<file path="src/rtl/uart_tx_arbiter.sv">
// uart_tx_arbiter: round-robin arbiter sharing one UART TX write port among N_REQ clients.
// Ports: i_clk/i_reset (async, active-high); i_req[k] + i_data slice k = client k pending byte;
// i_write_data_full = TX FIFO full; o_write/o_write_data = FIFO write pulse and byte;
// o_ack[k] = client k byte accepted; o_grant = one-hot owner (0 idle); o_busy = not idle.
module uart_tx_arbiter #(
    parameter int N_REQ     = 4,
    parameter int DATA_W    = 8,
    parameter int MAX_BURST = 4
) (
    input  logic                    i_clk,
    input  logic                    i_reset,
    input  logic [N_REQ-1:0]        i_req,
    input  logic [N_REQ*DATA_W-1:0] i_data,
    input  logic                    i_write_data_full,
    output logic                    o_write,
    output logic [DATA_W-1:0]       o_write_data,
    output logic [N_REQ-1:0]        o_ack,
    output logic [N_REQ-1:0]        o_grant,
    output logic                    o_busy
);
    localparam int IW = N_REQ > 1 ? $clog2(N_REQ) : 1;
    localparam int CW = $clog2(MAX_BURST + 1);
    typedef enum logic [1:0] {IDLE, GRANT, WRITE, SETTLE} state_t;
    state_t            state_q, state_d;
    logic [IW-1:0]     ptr_q, ptr_d, owner_q, owner_d, pick, owner_nxt;
    logic [CW-1:0]     cnt_q, cnt_d;
    logic [DATA_W-1:0] data_q, data_d, owner_data;
    logic [N_REQ-1:0]  grant_q, grant_d, ack_q, ack_d;
    logic              write_q, write_d, busy_q, busy_d;
    // Scan downwards so the requester closest to ptr (smallest offset) wins.
    always_comb begin
        pick = '0;
        for (int i = N_REQ - 1; i >= 0; i--) begin
            if (i_req[IW'((int'(ptr_q) + i) % N_REQ)]) pick = IW'((int'(ptr_q) + i) % N_REQ);
        end
    end
    always_comb begin
        owner_data = '0;
        for (int k = 0; k < N_REQ; k++) begin
            if (owner_q == IW'(k)) owner_data = i_data[k*DATA_W +: DATA_W];
        end
    end
    assign owner_nxt = (owner_q == IW'(N_REQ - 1)) ? '0 : owner_q + 1'b1;
    always_comb begin
        state_d = state_q;
        ptr_d   = ptr_q;
        owner_d = owner_q;
        cnt_d   = cnt_q;
        data_d  = data_q;
        grant_d = grant_q;
        case (state_q)
            IDLE: begin
                if (|i_req) begin
                    owner_d = pick;
                    grant_d = N_REQ'(1) << pick;
                    cnt_d   = '0;
                    state_d = GRANT;
                end
            end
            GRANT: begin
                if (!i_req[owner_q]) begin
                    grant_d = '0;
                    ptr_d   = owner_nxt;
                    state_d = IDLE;
                end else if (!i_write_data_full) begin
                    data_d  = owner_data;
                    state_d = WRITE;
                end
            end
            WRITE: begin
                cnt_d   = cnt_q + 1'b1;
                state_d = SETTLE;
            end
            SETTLE: begin
                if (cnt_q == CW'(MAX_BURST)) begin
                    grant_d = '0;
                    ptr_d   = owner_nxt;
                    state_d = IDLE;
                end else begin
                    state_d = GRANT;
                end
            end
            default: state_d = IDLE;
        endcase
        write_d = state_d == WRITE;
        ack_d   = write_d ? grant_d : '0;
        busy_d  = state_d != IDLE;
    end
    always_ff @(posedge i_clk or posedge i_reset) begin
        if (i_reset) begin
            state_q <= IDLE;
            ptr_q   <= '0;
            owner_q <= '0;
            cnt_q   <= '0;
            data_q  <= '0;
            grant_q <= '0;
            ack_q   <= '0;
            write_q <= 1'b0;
            busy_q  <= 1'b0;
        end else begin
            state_q <= state_d;
            ptr_q   <= ptr_d;
            owner_q <= owner_d;
            cnt_q   <= cnt_d;
            data_q  <= data_d;
            grant_q <= grant_d;
            ack_q   <= ack_d;
            write_q <= write_d;
            busy_q  <= busy_d;
        end
    end
    assign o_write      = write_q;
    assign o_write_data = data_q;
    assign o_ack        = ack_q;
    assign o_grant      = grant_q;
    assign o_busy       = busy_q;
endmodule
</file>
<file path="config.mk">
export PLATFORM = sky130hd
export DESIGN_NAME = uart_tx_arbiter
export DESIGN_NICKNAME = d
export VERILOG_FILES = /design/src/rtl/uart_tx_arbiter.sv
export SDC_FILE = /design/constraint.sdc
export NUM_CORES = 1
export LEC_CHECK = 0
export ABC_AREA = 1
export CORE_UTILIZATION = 40
export DETAILED_ROUTE_END_ITERATION = 6
export PLACE_DENSITY_LB_ADDON = 0.05
export SETUP_SLACK_MARGIN = 0.15
export SLEW_MARGIN = 10
export SYNTH_ARGS = -nofsm -noshare
export SYNTH_HDL_FRONTEND = slang
export SYNTH_SLANG_ARGS = --single-unit
</file>
<file path="constraint.sdc">
create_clock -name i_clk -period 1.4 [get_ports i_clk]
set_input_delay 0.28 -clock i_clk [delete_from_list [all_inputs] [get_ports i_clk]]
set_output_delay 0.28 -clock i_clk [all_outputs]
set_load 0.005 [all_outputs]
</file>
---- After elaboration in Yosys (flattened, before gate mapping) ----
Index checks and enable logic that the tools add are counted.
cells by class
  mux-type cells .......................... 38
  eq/ne operators ......................... 11
  bitwise logic cells ..................... 1
  add/subtract/negate cells ............... 5
  shifts and indexed selects .............. 1
  magnitude comparators ................... 5
  reductions and logical operators ........ 10
operators by type and width
  operator                                                                      number
  8-bit 2-to-1 mux                                                              4
  2-bit 2-to-1 mux                                                              10
  2-bit by 4-bit less-than comparator with 1-bit output, second input constant  4
  4-bit 2-to-1 mux                                                              4
  4-bit case mux with 3 select lines                                            1
  1-bit binary-select mux with 2-bit select                                     5
  2-bit == test, second input constant                                          5
  1-bit 2-to-1 mux                                                              10
  2-bit case mux with 4 select lines                                            1
  2-bit inequality test, second input constant                                  3
  3-bit case mux with 2 select lines                                            1
  3-bit AND reduction                                                           2
  2-bit nonzero test                                                            3
  2-bit by 1-bit adder with 2-bit output, second input constant                 2
  2-bit adder, second input constant                                            2
  2-bit by 1-bit == test with 1-bit output, second input constant               2
  2-bit logical NOT                                                             2
  2-bit case mux with 2 select lines                                            1
  2-bit AND reduction                                                           2
  4-bit OR reduction                                                            1
  1-bit by 2-bit left shift with 4-bit output, first input constant             1
  3-bit by 1-bit adder with 3-bit output, second input constant                 1
  3-bit == test, second input constant                                          1
  2-bit by 3-bit less-than comparator with 1-bit output, second input constant  1
  2 further kinds                                                               2
storage, ports and cells
  register bits ........................... 27
  logic and storage cells ................. 80
  output and inout port bits .............. 18
  input port bits ......................... 39

---- Logic depth before layout (Yosys ltp) ----
  depth in word-level cells ............... 12
  depth in mapped cells ................... 14
  mapped depth without buffers ............ 13

---- Worst setup path after synthesis ----
No wires, ideal clock.
  path type ............................... reg-to-reg
  start ................................... register owner_q[1]
  end ..................................... register data_q[6] (netlist: o_write_data[6])
  stages on the path, launching flop included .. 11
  buffers on the path ..................... 1
  data required time ...................... 1.277 ns
  path slack .............................. -0.132 ns
  setup time .............................. 0.123 ns
  clock period less this slack ............ 1.532 ns
  arrival time ............................ 1.409 ns
  path through ............................ dfrtp_1 -> inv_1 -> ha_1 -> clkbuf_1 -> inv_1 -> nand3_1 -> nand2_1 -> o21ai_0 -> nand2_1 -> o21ai_0 -> o21ai_1
on the way
  cells in the longest elaborated chain, start to end .. 5
  elaborated cells between the ends (all ways) .. 11
  classes of those cells .................. eq/ne (3); mux (6); reduce/logical (2)
ends and longest elaborated chain
  item                            line  RTL
  from (decl)                     25    logic [IW-1:0] ptr_q, ptr_d, owner_q, owner_d, pick, owner_nxt;
  from (signal assigned)          103   owner_q <= owner_d;
  2-bit logical NOT               40    if (owner_q == IW'(k)) owner_data = i_data[k*DATA_W +: DATA_W];
  8-bit 2-to-1 mux (4 in series)  40
  to (signal assigned)            105   data_q <= data_d;
  to (decl)                       27    logic [DATA_W-1:0] data_q, data_d, owner_data;
Parallel ways exist; a longest one is shown, timed or not. The select of a mux whose other input is x is not followed.
A chain may end at the register's enable or synchronous reset.

---- Final worst setup path ----
  start ................................... register owner_q[0]
  end ..................................... register data_q[0] (netlist: o_write_data[0])
Same word-level chain as after synthesis.

==> flow_metrics.tcl <==
set metrics [dict create \
    htreeDepth 1 \
    power-per-cell-area_nw_per_um2 2104 \
    grt_usage_pct 22.36 \
    die_x_um 67.63 \
    power_frac_comb_pct 73.3 \
    fillers 308 \
    grt_pass1_vias 1815 \
    r2r_cells 9 \
    path_common_cell "buf_12" \
    numCtsBuffers 3 \
    power_frac_clock_pct 7.0 \
    grt_setup_unrepaired "true" \
    slew_viol_final 0 \
    p_int_mw 3.613 \
    placed_area_um2 2599 \
    start_kind "register" \
    hpwl_um 3453 \
    arrival_ns 1.75 \
    antenna_cells 0 \
    syn2layout_area_growth_pct 80.03 \
    final_antenna_net_count 0 \
    io_buffer_count 56 \
    hold_viol 0 \
    initial_core_util_pct 42.46 \
    drt_iter0_markers 97 \
    outcome "finished, violations left" \
    pwr-share-seq_pct 19.7 \
    drc_errors 0 \
    skew_ns 0.003540 \
    place_congestion 0.8602 \
    clk_latency_ns 0.27 \
    switching_share_pct 44.64 \
    finalSetupViolCount 20 \
    globalRouteOverflowTotal 0 \
    hp-class "in -> async" \
    antenna_found_initial 0 \
    crit_type "reg -> reg" \
    power_leakage_nw 1.511 \
    grt_max_degree 28 \
    wl_per_cell_um 13.15 \
    crit_fanout 10 \
    ys_types 27 \
    cp.required_ns 1.56 \
    slowest_stage "dfrtp_2" \
    critPathCaptureType "register" \
    core_um2 4058 \
    syn_inst 229 \
    cts.path.max_buffers 2 \
    die_h_um 67.63 \
    post-route-util_pct 76.44 \
    syn-num-nets 274 \
    ys_warn_count 0 \
    cts_tree "yes" \
    dr.pass1.iters 4 \
    finalInstanceArea_um2 3102 \
    path_clk_slew_ns 0.10 \
    power_mw 6.526 \
    synth-seq-cells 27 \
    synth_area_um2 1723 \
    final_nets 382 \
    wirelength_um 5077 \
    clock.fmax_ghz 0.6300 \
    dieArea_um2 4574 \
    p_sw_mw 2.913 \
    relSlewSlack_pct 83.32 \
    num_rows 23 \
    cts_num_sinks 27 \
    layout-drive-gt1-share_pct 43.75 \
    vias_per_cell 4.824 \
    critPathMaxStageDelay_ns 0.46 \
    post-route-min-period_ns 1.587 \
    worstPathCellList "buf_12 -> buf_8 -> o21ai_4 -> nand3_2 -> nor2_4 -> inv_4 -> buf_12 -> nand2_1 -> o21ai_1" \
    cts_root_buf "clkbuf_8" \
    worst_pin_slew_ns 0.2493 \
    grt_pass1_wl_um 7741 \
    maxCapViolations 0 \
    ir_drop_uv 1315 \
    io_pins 57 \
    routed-via-count 1862 \
    violations "negative setup slack" \
    timing.final.crit_share_pct 113.4 \
    syn_area_per_cell_um2 7.524 \
    cts_hold_buf 0 \
    setup_ws_ns -0.1874 \
    ys_seq_area_share_pct 39.22 \
]
==> logic make-up after synthesis <==
group	synth area share [%]
simple gates	31.08
buf+inv	7.770
flops	39.22
fa+ha+maj	4.357
compound gates	17.57
==> critical path, delay by kind of cell (launching register included) <==
family | cells | cell delay (ns)
AO/OA/AOI/OAI | 2 | 0.20
buffers and inverters | 4 | 0.48
flip-flops | 1 | 0.46
AND/OR/NAND/NOR | 3 | 0.33
==> Yosys cell counts <==
master | instances | area (µm²)
nand2_4 | 3 | 33.78
or2_1 | 1 | 6.260
dfrtp_1 | 27 | 675.7
o21a_1 | 1 | 7.510
o21bai_2 | 1 | 11.26
inv_8 | 1 | 11.26
nand2_1 | 62 | 232.7
nand2_2 | 10 | 62.56
nor2_1 | 5 | 18.77
nor2_2 | 4 | 25.02
a21oi_1 | 14 | 70.07
inv_1 | 17 | 63.81
inv_2 | 6 | 22.52
nor4_2 | 1 | 12.51
nand4_1 | 1 | 6.260
a21oi_2 | 4 | 35.03
o21ai_1 | 11 | 55.05
o21ai_0 | 23 | 115.1
o21ai_2 | 1 | 8.760
or2_2 | 1 | 6.260
buf_6 | 1 | 11.26
buf_2 | 2 | 10.01
nand3_1 | 18 | 90.09
nand3_2 | 3 | 30.03
nor2_4 | 1 | 11.26
ha_1 | 6 | 75.07
clkbuf_1 | 4 | 15.01
==> stage by stage <==
step / instances / hold WS, ns / TNS, ns / setup WS (ns)
floorplan: 229 / 0.3327 / 0 / 0.04410
global route: 386 / 0.3510 / -4.394 / -0.2600
CTS: 371 / 0.3419 / -1.645 / -0.1351
global placement: 353 / 0.4559 / -9.683 / -0.4465
finish: 386 / 0.3346 / -2.525 / -0.1874
detailed placement: 353 / 0.4522 / -10.19 / -0.4508
==> sequential cells by signal (all words and copies together), names as in the netlist <==
register,cells
o_write_data,8
o_ack,4
o_grant,4
cnt_q,3
owner_q,2
ptr_q,2
state_q,2
o_busy,1
o_write,1
==> power by group through the flow <==
stage,registers [mW],logic (mW),clock network [mW]
final,1.29,4.78,0.456
after global routing,1.32,5.29,0.504
after CTS,1.28,4.10,0.471
after detailed placement,1.36,3.56,0
after global placement,1.36,3.52,0
after floorplan,1.29,2.34,0
==> metal layers <==
layer / share of wire [%] / track usage (%) / vias to the layer above
met3: 4.0 / 3.209 / 2
met1: 44 / 27.17 / 862
li1: - / - / 961
met2: 52 / 42.08 / 37
met5: 0 / 0 / -
met4: 0.12 / 2.660 / 0
==> worst paths after layout <==
path                       slack, ns                     endpoint              startpoint
min in group i_clk              0.49         cnt_q[2]$_DFFE_PP0P_    cnt_q[2]$_DFFE_PP0P_
hold reg to reg                 0.49         cnt_q[2]$_DFFE_PP0P_    cnt_q[2]$_DFFE_PP0P_
setup / recovery               -0.19  o_write_data[0]$_DFFE_PP0P_  owner_q[0]$_DFFE_PP0P_
hold / removal                  0.33         ptr_q[1]$_DFFE_PP0P_                 i_reset
setup reg to reg               -0.19  o_write_data[0]$_DFFE_PP0P_  owner_q[0]$_DFFE_PP0P_
max in group asynchronous       0.90       owner_q[0]$_DFFE_PP0P_                 i_reset
==> final cells by class <==
class / count / area, µm² / area share, %
Tap cell: 50 / 62.56 / 2.017
Sequential cell: 27 / 679.4 / 21.90
Multi-Input combinational cell: 171 / 1151 / 37.11
Timing Repair Buffer: 110 / 1047 / 33.76
Clock inverter: 1 / 7.507 / 0.2420
Inverter: 24 / 112.6 / 3.631
Clock buffer: 3 / 41.29 / 1.331
==> cell usage in the layout, fill, tap and decap left out, types with 4 or more instances in the layout <==
| master | netlist | final |
|---|---|---|
| dfrtp_1 | 27 | 24 |
| inv_4 | 0 | 4 |
| nand2_2 | 10 | 20 |
| dlygate4sd2_1 | 0 | 19 |
| nand2_4 | 3 | 5 |
| a21oi_2 | 4 | 13 |
| a21oi_1 | 14 | 5 |
| inv_2 | 6 | 11 |
| buf_4 | 0 | 43 |
| buf_12 | 0 | 5 |
| buf_6 | 1 | 4 |
| inv_1 | 17 | 8 |
| o21ai_2 | 1 | 4 |
| nand3_1 | 18 | 12 |
| o21ai_1 | 11 | 25 |
| nand3_2 | 3 | 8 |
| nand2_1 | 62 | 49 |
| clkdlybuf4s50_1 | 0 | 34 |
| nor2_4 | 1 | 4 |
==> what timing repair did <==
action	4_1_cts	5_1_grt
setup buffers	14	13
resized for setup	54	36
pin swaps	9	16
cloned	0	2
setup endpoints to repair	44	32
Power figures use the tool's default switching activity.
